===== config.mk =====
export PLATFORM = sky130hd
export DESIGN_NAME = urt_rx_pkg_parse
export DESIGN_NICKNAME = d
export VERILOG_FILES = /design/src/rtl/urt_rx_pkg_parse.sv
export SDC_FILE = /design/constraint.sdc
export NUM_CORES = 1
export LEC_CHECK = 0
export CELL_PAD_IN_SITES_DETAIL_PLACEMENT = 0
export CELL_PAD_IN_SITES_GLOBAL_PLACEMENT = 1
export CORE_MARGIN = 8
export CORE_UTILIZATION = 39
export CTS_BUF_LIST = sky130_fd_sc_hd__clkbuf_8
export DETAILED_ROUTE_END_ITERATION = 6
export HOLD_SLACK_MARGIN = 0.15
export PLACE_DENSITY = 0.76
export SYNTH_ARGS = -nofsm -noshare
export SYNTH_HDL_FRONTEND = slang
export SYNTH_SLANG_ARGS = --single-unit

===== constraint.sdc =====
create_clock -name clk -period 2.2 [get_ports clk]
set_input_delay 0.44 -clock clk [delete_from_list [all_inputs] [get_ports clk]]
set_output_delay 0.44 -clock clk [all_outputs]
set_load 0.01 [all_outputs]

===== src/rtl/urt_rx_pkg_parse.sv =====
// UART receive packet parser: SYN(2) CMD ID [D3..D0] CHK, modulo-256 checksum.
// Decodes read requests into a one-hot pulse and writes into an id/data strobe.
//
// state | meaning
// ------+-------------------------------------------------------------
// IDLE  | hunting for the sync high byte
// SYN2  | sync high seen, expecting sync low
// CMD   | sync word complete, expecting read/write command
// ID    | command accepted, expecting register id (0..19)
// DATA  | write only: collecting four data bytes, MSB first
// CHK   | expecting checksum byte; match issues the command
module urt_rx_pkg_parse #(
    parameter logic [15:0] SYN_CODE    = 16'hACAC,
    parameter logic [7:0]  CMD_RD      = 8'hA0,
    parameter logic [7:0]  CMD_WR      = 8'hA1,
    parameter int          TIMEOUT_CYC = 100000
) (
    input  logic        clk,
    input  logic        rst,
    input  logic [7:0]  i_rx_dat,
    input  logic        i_rx_vld,
    output logic [19:0] o_rd_req,
    output logic        o_wr_vld,
    output logic [4:0]  o_wr_id,
    output logic [31:0] o_wr_dat,
    output logic        o_pkt_err
);

    localparam logic [7:0] SYN_HI  = SYN_CODE[15:8];
    localparam logic [7:0] SYN_LO  = SYN_CODE[7:0];
    localparam int         TW      = $clog2(TIMEOUT_CYC + 1);
    localparam logic [TW-1:0] TO_LAST = TW'(TIMEOUT_CYC - 1);

    typedef enum logic [2:0] {S_IDLE, S_SYN2, S_CMD, S_ID, S_DATA, S_CHK} state_t;

    state_t        state, state_nxt;
    logic [7:0]    sum, sum_nxt;
    logic          is_wr, is_wr_nxt;
    logic [4:0]    id, id_nxt;
    logic [31:0]   shift, shift_nxt;
    logic [1:0]    byte_cnt, byte_cnt_nxt;
    logic [TW-1:0] to_cnt;
    logic          expire;

    logic [19:0]   rd_req_nxt;
    logic          wr_vld_nxt;
    logic [4:0]    wr_id_nxt;
    logic [31:0]   wr_dat_nxt;
    logic          pkt_err_nxt;

    // A received byte on the expiry cycle wins, so expiry needs an idle cycle.
    assign expire = !i_rx_vld && (state != S_IDLE) && (to_cnt == TO_LAST);

    // Inter-byte idle counter, saturating; only runs inside a packet.
    always_ff @(posedge clk or negedge rst) begin
        if (!rst) begin
            to_cnt <= '0;
        end else if (i_rx_vld || state == S_IDLE || expire) begin
            to_cnt <= '0;
        end else if (to_cnt != TO_LAST) begin
            to_cnt <= to_cnt + TW'(1);
        end
    end

    // State, datapath and registered outputs.
    always_ff @(posedge clk or negedge rst) begin
        if (!rst) begin
            state     <= S_IDLE;
            sum       <= '0;
            is_wr     <= 1'b0;
            id        <= '0;
            shift     <= '0;
            byte_cnt  <= '0;
            o_rd_req  <= '0;
            o_wr_vld  <= 1'b0;
            o_wr_id   <= '0;
            o_wr_dat  <= '0;
            o_pkt_err <= 1'b0;
        end else begin
            state     <= state_nxt;
            sum       <= sum_nxt;
            is_wr     <= is_wr_nxt;
            id        <= id_nxt;
            shift     <= shift_nxt;
            byte_cnt  <= byte_cnt_nxt;
            o_rd_req  <= rd_req_nxt;
            o_wr_vld  <= wr_vld_nxt;
            o_wr_id   <= wr_id_nxt;
            o_wr_dat  <= wr_dat_nxt;
            o_pkt_err <= pkt_err_nxt;
        end
    end

    // Next-state and next-output decode, one byte per valid strobe.
    always_comb begin
        state_nxt    = state;
        sum_nxt      = sum;
        is_wr_nxt    = is_wr;
        id_nxt       = id;
        shift_nxt    = shift;
        byte_cnt_nxt = byte_cnt;
        rd_req_nxt   = '0;
        wr_vld_nxt   = 1'b0;
        wr_id_nxt    = o_wr_id;
        wr_dat_nxt   = o_wr_dat;
        pkt_err_nxt  = 1'b0;

        if (i_rx_vld) begin
            case (state)
                S_IDLE: begin
                    if (i_rx_dat == SYN_HI) state_nxt = S_SYN2;
                end
                S_SYN2: begin
                    if (i_rx_dat == SYN_LO)      state_nxt = S_CMD;
                    else if (i_rx_dat == SYN_HI) state_nxt = S_SYN2;
                    else                         state_nxt = S_IDLE;
                end
                S_CMD: begin
                    if (i_rx_dat == CMD_RD || i_rx_dat == CMD_WR) begin
                        state_nxt = S_ID;
                        sum_nxt   = i_rx_dat;
                        is_wr_nxt = (i_rx_dat == CMD_WR);
                    end else if (i_rx_dat == SYN_HI) begin
                        state_nxt = S_SYN2;
                    end else begin
                        state_nxt   = S_IDLE;
                        pkt_err_nxt = 1'b1;
                    end
                end
                S_ID: begin
                    if (i_rx_dat <= 8'd19) begin
                        id_nxt       = i_rx_dat[4:0];
                        sum_nxt      = sum + i_rx_dat;
                        byte_cnt_nxt = '0;
                        state_nxt    = is_wr ? S_DATA : S_CHK;
                    end else begin
                        state_nxt   = S_IDLE;
                        pkt_err_nxt = 1'b1;
                    end
                end
                S_DATA: begin
                    shift_nxt    = {shift[23:0], i_rx_dat};
                    sum_nxt      = sum + i_rx_dat;
                    byte_cnt_nxt = byte_cnt + 2'd1;
                    if (byte_cnt == 2'd3) state_nxt = S_CHK;
                end
                S_CHK: begin
                    state_nxt = S_IDLE;
                    if (i_rx_dat == sum) begin
                        if (is_wr) begin
                            wr_vld_nxt = 1'b1;
                            wr_id_nxt  = id;
                            wr_dat_nxt = shift;
                        end else begin
                            rd_req_nxt = 20'd1 << id;
                        end
                    end else begin
                        pkt_err_nxt = 1'b1;
                    end
                end
                default: state_nxt = S_IDLE;
            endcase
        end else if (expire) begin
            state_nxt   = S_IDLE;
            pkt_err_nxt = 1'b1;
        end
    end

endmodule

==> results of run 1 <==
## critical path: stages
cell and delay [ps]:
clkdlybuf4s50_1 500, ha_1 360, nor3_1 260, nand4_1 270, buf_4 220, nor2_2 120
buf_12 210, nand2_1 80, nand2_1 80
## worst min-delay path by stage
stage                 start      endpoint  slack (ps)  depth (start not counted)
6_report       o_wr_dat[17]  o_wr_dat[17]         460                          2
5_1_grt        o_wr_dat[17]  o_wr_dat[17]         490                          2
4_1_cts        o_wr_dat[17]  o_wr_dat[17]         470                          2
3_5_place_dp            rst  o_rd_req[19]         440                          1
3_3_place_gp            rst  o_rd_req[18]         440                          1
2_1_floorplan           rst   byte_cnt[0]         140                          0
## layout make-up
class                      count  area share (%)
tap                          180            3.19
clock inverter                14            2.04
clock buffer                  18            3.51
timing repair buffer         112            15.0
inverter                       7           0.372
sequential                   127            45.0
multi-input combinational    362            30.9
## layer usage
metal	vias to the layer above	wire, um	track usage [%]
li1	1947	-	-
met3	18	607	3.74
met2	72	5820	22.6
met1	1973	5350	17.4
met5	-	0	0
met4	0	211	6.11
## placed cells by master, fill, tap and decap left out, drive strengths merged, types with 3 or more instances in the layout
cell type,n
nand2,138
dfrtp,127
clkdlybuf4s50,68
nor2,46
buf,43
mux2,37
clkbuf,18
o21ai,17
nor3,17
xor2,11
ha,9
inv,9
a21oi,9
xnor2,7
nand4,6
nand3,6
clkinv,6
nand2b,5
nand3b,5
and2,4
or3,4
o21a,4
clkinvlp,4
a21o,3
o211ai,3
nor4,3
## state kept, by name (all words and copies together), names as in the netlist
name	cells
byte_cnt	2
id	5
is_wr	1
o_pkt_err	1
o_rd_req	20
o_wr_dat	32
o_wr_id	5
o_wr_vld	1
shift	32
state	3
sum	8
to_cnt	17
## repair_timing
action                                  4_1_cts  5_1_grt
endpoints found under the hold margin        35        0
resized for setup                             0        9
endpoints found under the setup margin        0       18
setup buffers                                 0        1
hold buffers                                  1        0
## logic make-up (layout without fill, tap and decap cells)
kind of cell,count (synthesis),in the layout,synth area share (%)
compound gates,47,47,5.62
xor+xnor,18,18,2.90
fa+ha+maj,10,10,2.44
buf+inv,26,151,2.01
flops,127,127,58.5
mux,38,38,7.86
simple gates,249,249,20.6
## report_power, final
part	switching, uW	internal, uW
clock	930	1030
sequential	16.8	2340
combinational	120	77.8
## through the flow
stage                     TNS [ps]  setup slack, ps
after CTS                        0             22.4
after global routing          -339            -27.8
final                            0             32.1
after detailed placement    -19810             -456
after global placement      -18720             -418
after floorplan                  0              212
==> reports/metrics.cfg, run 1 <==
[status]
status = complete, no violations

[worst_setup_path]
r2r-end = o_wr_id[1]
crit_start = i_rx_dat[3]
path_class = in2reg
r2r_cells = 8
start_kind = input pin
regToRegStartpoint = sum[1]
endpoint_kind = register
crit_end = o_wr_id[1]
cp_data_arrival_time_ps = 2550
r2r_slack_ps = 130
cp_max_fo = 38
required_ps = 2580

[sta]
max_clock_freq_ghz = 0.461
period_share_pct = 98.5
finalHoldViolCount = 0
hold_ws_ps = 463
finalSetupViolCount = 0
tightestPinTransition_ps = 648
slew_violations = 0
relSlewSlack_pct = 56.4
fin_crit_ps = 2170
skew_ps = 10.1

[clocking]
cts_made_buffers = 17
cts_buffer_depth = 2
ctsRootBufferMaster = clkbuf_8
cts.sink_count = 127
h-tree-depth = 4
cts_tree = built
path_clk_slew_ps = 70
clk_latency_ps = 440

[place]
numPortBuffers = 69
placed_area_sq_um = 6620
dp_hpwl_um = 8540
placed_cells = 786
gp_congestion = 0.827

[finish]
finish.utilization_pct = 51.5
fin_nets = 648
layout-drive-gt1-share_pct = 19.7
fin_cells = 820
n_antenna_cell = 0
regArea_sq_um = 3180
area_delta_synth_final_pct = 30.2
multi_input_comb_area_sq_um = 2180
final_cell_area_sq_um = 7070
fill_cells = 1258

[power]
power.leakage_uw = 0.00338
powerDensity_nw_per_um2 = 639
irDropWorstVdd_v = 0.000253
power_uw = 4520

[detailed_routing]
drt_iter0_drc = 287
drc = 0
totalWireLength_um = 12000
ant_nets = 0
wl_per_cell_um = 14.6
first_pass_iters = 4
via_count = 4010
via_per_inst = 4.89

[global_routing]
grtUsageTotal_pct = 14.0
grt_pass1_vias = 4108
antenna_found_initial = 0
grt_max_degree = 56
grt_pass1_wl_um = 20200
overflow = 0

[yosys]
syn-num-nets = 536
synth_warnings = 0
synth_ff_type = dfrtp_1
ys_top_cells_by_count = 138 x nand2_1, 127 x dfrtp_1, 46 x nor2_1
yosys.area.top_type = dfrtp_1
avgSynthCellArea_sq_um = 10.5
ys_ff_latch = 127
synth-edff-count = 0
synth_area_leaders = dfrtp_1 59%, nand2_1 9.5%, mux2_2 7.7%
netlist.area_leader.share_pct = 58.5
synth_most_common_cell = nand2_1
synthCells = 515
ys_async_sr_fraction_pct = 100
seq_area_frac_synth_pct = 58.5
synth_area_sq_um = 5430
synth_cell_type_count = 48

[worst_hold_path]
hold_class = reg2reg

[floorplanning]
dieArea_sq_um = 18000
fp-row-count = 43
core_sq_um = 13700
die_w_um = 134
fp.dieH_um = 134
io_pins = 70
initial_utilization_pct = 39.6

[flow_run]
max_cap_viol_count = 0

(Power assumes the default switching activity.)
==> inputs of run 2 (changes only) <==
- CELL_PAD_IN_SITES_DETAIL_PLACEMENT: 0 -> 1
- PLACE_DENSITY: 0.76 -> not set
- PLACE_DENSITY_LB_ADDON: not set -> 0.2
==> run 2 against run 1 <==
  * Die area is the same
  * Critical path depth grew 1
  * Global-route usage grew 2.0 points
  * Hold slack gained 6.0 ps
  * Largest cell class unchanged
  * Largest power group unchanged
==> reports/metrics.cfg, run 2 (synthesis gave the netlist of run 1 again) <==
[worst_setup_path]
required_ps = 2580  ; about the same
slowest_delay_ps = 560  ; +60 ps
cpMaxStageDelayCell = clkdlybuf4s50_1
path_common_cell = nand2_1
path_class = in2reg
cp_data_arrival_time_ps = 2560  ; about the same
endpoint_kind = register
path_cells = clkdlybuf4s50_1 > ha_4 > nor4_4 > nand4_1 > buf_4 > nor2_4 > buf_12 > clkbuf_16 > nand2_1 > nand2_1
start_kind = input pin
cp_max_fo = 9  ; -76%

[place]
gp_congestion = 0.838  ; +1.3%
dp_hpwl_um = 9720  ; +14%
numPortBuffers = 69  ; unchanged
placed_area_sq_um = 6620  ; about the same

[clocking]
h-tree-depth = 4  ; unchanged
clk_latency_ps = 450  ; about the same
cts_buffer_depth = 2  ; unchanged
ctsRootBufferMaster = clkbuf_8
cts.sink_count = 127  ; unchanged
path_clk_slew_ps = 70  ; about the same
cts_tree = built
cts_made_buffers = 17  ; unchanged

[detailed_routing]
first_pass_iters = 4  ; unchanged
via_per_inst = 5.03  ; +2.9%
totalWireLength_um = 14300  ; +19%
drc = 0  ; unchanged
via_count = 4143  ; +3.3%
ant_nets = 0  ; unchanged
wl_per_cell_um = 17.3  ; +19%
drt_iter0_drc = 214  ; -25%

[finish]
fill_cells = 1482  ; +18%
final_cell_mix = 138 x nand2_1, 127 x dfrtp_1, 66 x clkdlybuf4s50_1
n_antenna_cell = 0  ; unchanged
area_delta_synth_final_pct = 33.4
layout-drive-gt1-share_pct = 20.5  ; +0.84 points
finish.utilization_pct = 52.8  ; +1.3 points
fin_nets = 651  ; +0.46%
largestRegisters = o_wr_dat: 32 flops, shift: 32 flops, o_rd_req: 20 flops
final_common_cell = nand2_1
final_cell_area_sq_um = 7240  ; +2.5%

[floorplanning]
initial_utilization_pct = 39.6  ; unchanged
die_w_um = 134  ; unchanged
io_pins = 70  ; unchanged
core_sq_um = 13700  ; unchanged
fp.dieH_um = 134  ; unchanged
dieArea_sq_um = 18000  ; unchanged
fp-row-count = 43  ; unchanged

[status]
status = complete, no violations

[global_routing]
antenna_found_initial = 0  ; unchanged
grt_max_degree = 48  ; -14%
grt_pass1_wl_um = 23200  ; +15%
grtUsageTotal_pct = 16.1  ; +2.0 points
overflow = 0  ; unchanged
grt_pass1_vias = 4466  ; +8.7%

[power]
irDropWorstVdd_v = 0.000385  ; +53%
powerDensity_nw_per_um2 = 652  ; +2.0%
power.leakage_uw = 0.00344  ; +1.9%

[sta]
finalSetupViolCount = 0  ; unchanged
period_share_pct = 98.9  ; +0.41 points
fin_crit_ps = 2180  ; +8.98 ps
max_clock_freq_ghz = 0.459  ; -0.41%
slew_violations = 0  ; unchanged
finalHoldViolCount = 0  ; unchanged
skew_ps = 8.39  ; -1.73 ps
tightestPinTransition_ps = 613  ; -34.5 ps
relSlewSlack_pct = 58.7  ; +2.3 points

[flow_run]
max_cap_viol_count = 0  ; unchanged

[worst_hold_path]
hold_class = reg2reg

[run 2: cell types whose count changed in the layout (fill, tap and decap cells not counted), sizes merged, moves of 2 or more]
| cell | previous run | this run |
|---|---|---|
| clkdlybuf4s50 | 68 | 66 |
| clkbuf | 18 | 23 |
| dlymetal6s2s | 0 | 2 |
| clkinvlp | 4 | 2 |
[run 2: worst paths after layout]
check	from	endpoint	slack, ps	depth (start not counted)
setup / recovery	i_rx_dat[5]	o_wr_dat[0]	20	10
hold / removal	o_wr_dat[25]	o_wr_dat[25]	470	2
setup reg to reg	sum[6]	o_wr_dat[0]	100	9
hold reg to reg	o_wr_dat[25]	o_wr_dat[25]	470	2
max in group asynchronous	rst	to_cnt[7]	1030	3
min in group asynchronous	rst	o_wr_id[2]	510	2
[run 2: metal layers]
| metal | vias up | global-route usage, % | share of wire [%] |
|---|---|---|---|
| met4 | 0 | 6.36 | 1.5 |
| met1 | 2104 | 20.1 | 45 |
| met3 | 17 | 4.34 | 3.3 |
| met2 | 62 | 25.9 | 50 |
| li1 | 1960 | - | - |
| met5 | - | 0 | 0 |
[run 2: layout make-up]
cell class / instances / area (sq um) / area share [%]
clock buffer: 21 / 289 / 3.99
clock inverter: 11 / 138 / 1.90
inverter: 7 / 26.3 / 0.363
multi-input combinational: 362 / 2230 / 30.8
sequential: 127 / 3180 / 43.9
tap: 180 / 225 / 3.11
timing repair buffer: 115 / 1160 / 16.0
[run 2: critical path, delay by kind of cell]
family / cells / cell delay [ps]
adder cells (fa/ha/maj): 1 / 240
AND/OR/NAND/NOR: 5 / 790
buffers and inverters: 4 / 1070
[run 2: repair_timing]
item	in CTS	in global routing
cloned	0	4
hold buffers	1	0
resized for setup	6	11
setup endpoints to repair	14	56
setup buffers	0	2
hold endpoints to repair	36	0
pin swaps	2	6
[run 2: power by group]
group / total (uW) / switching, uW / internal, uW
sequential: 2360 / 16.2 / 2340
clock: 2160 / 927 / 1230
combinational: 210 / 129 / 80.6
total: 4720 / 1070 / 3650
[run 2: metrics by stage]
| stage | TNS (ps) | hold WS, ps | cells | worst slack, ps | total power (uW) |
|---|---|---|---|---|---|
| final | 0 | 469 | 823 | 23.1 | 4720 |
| after global routing | -577 | 479 | 823 | -49.2 | 4900 |
| after CTS | 0 | 477 | 817 | 5.91 | 4760 |
| after detailed placement | -29380 | 449 | 784 | -588 | 2600 |
| after global placement | -23300 | 446 | 784 | -430 | 2600 |
| after floorplan | 0 | 144 | 515 | 212 | 2470 |
==> inputs of run 3 (changes only) <==
- SLEW_MARGIN: not set -> 15
==> results of run 3 <==
The final DEF is identical to that of run 2; final timing and power are the same.
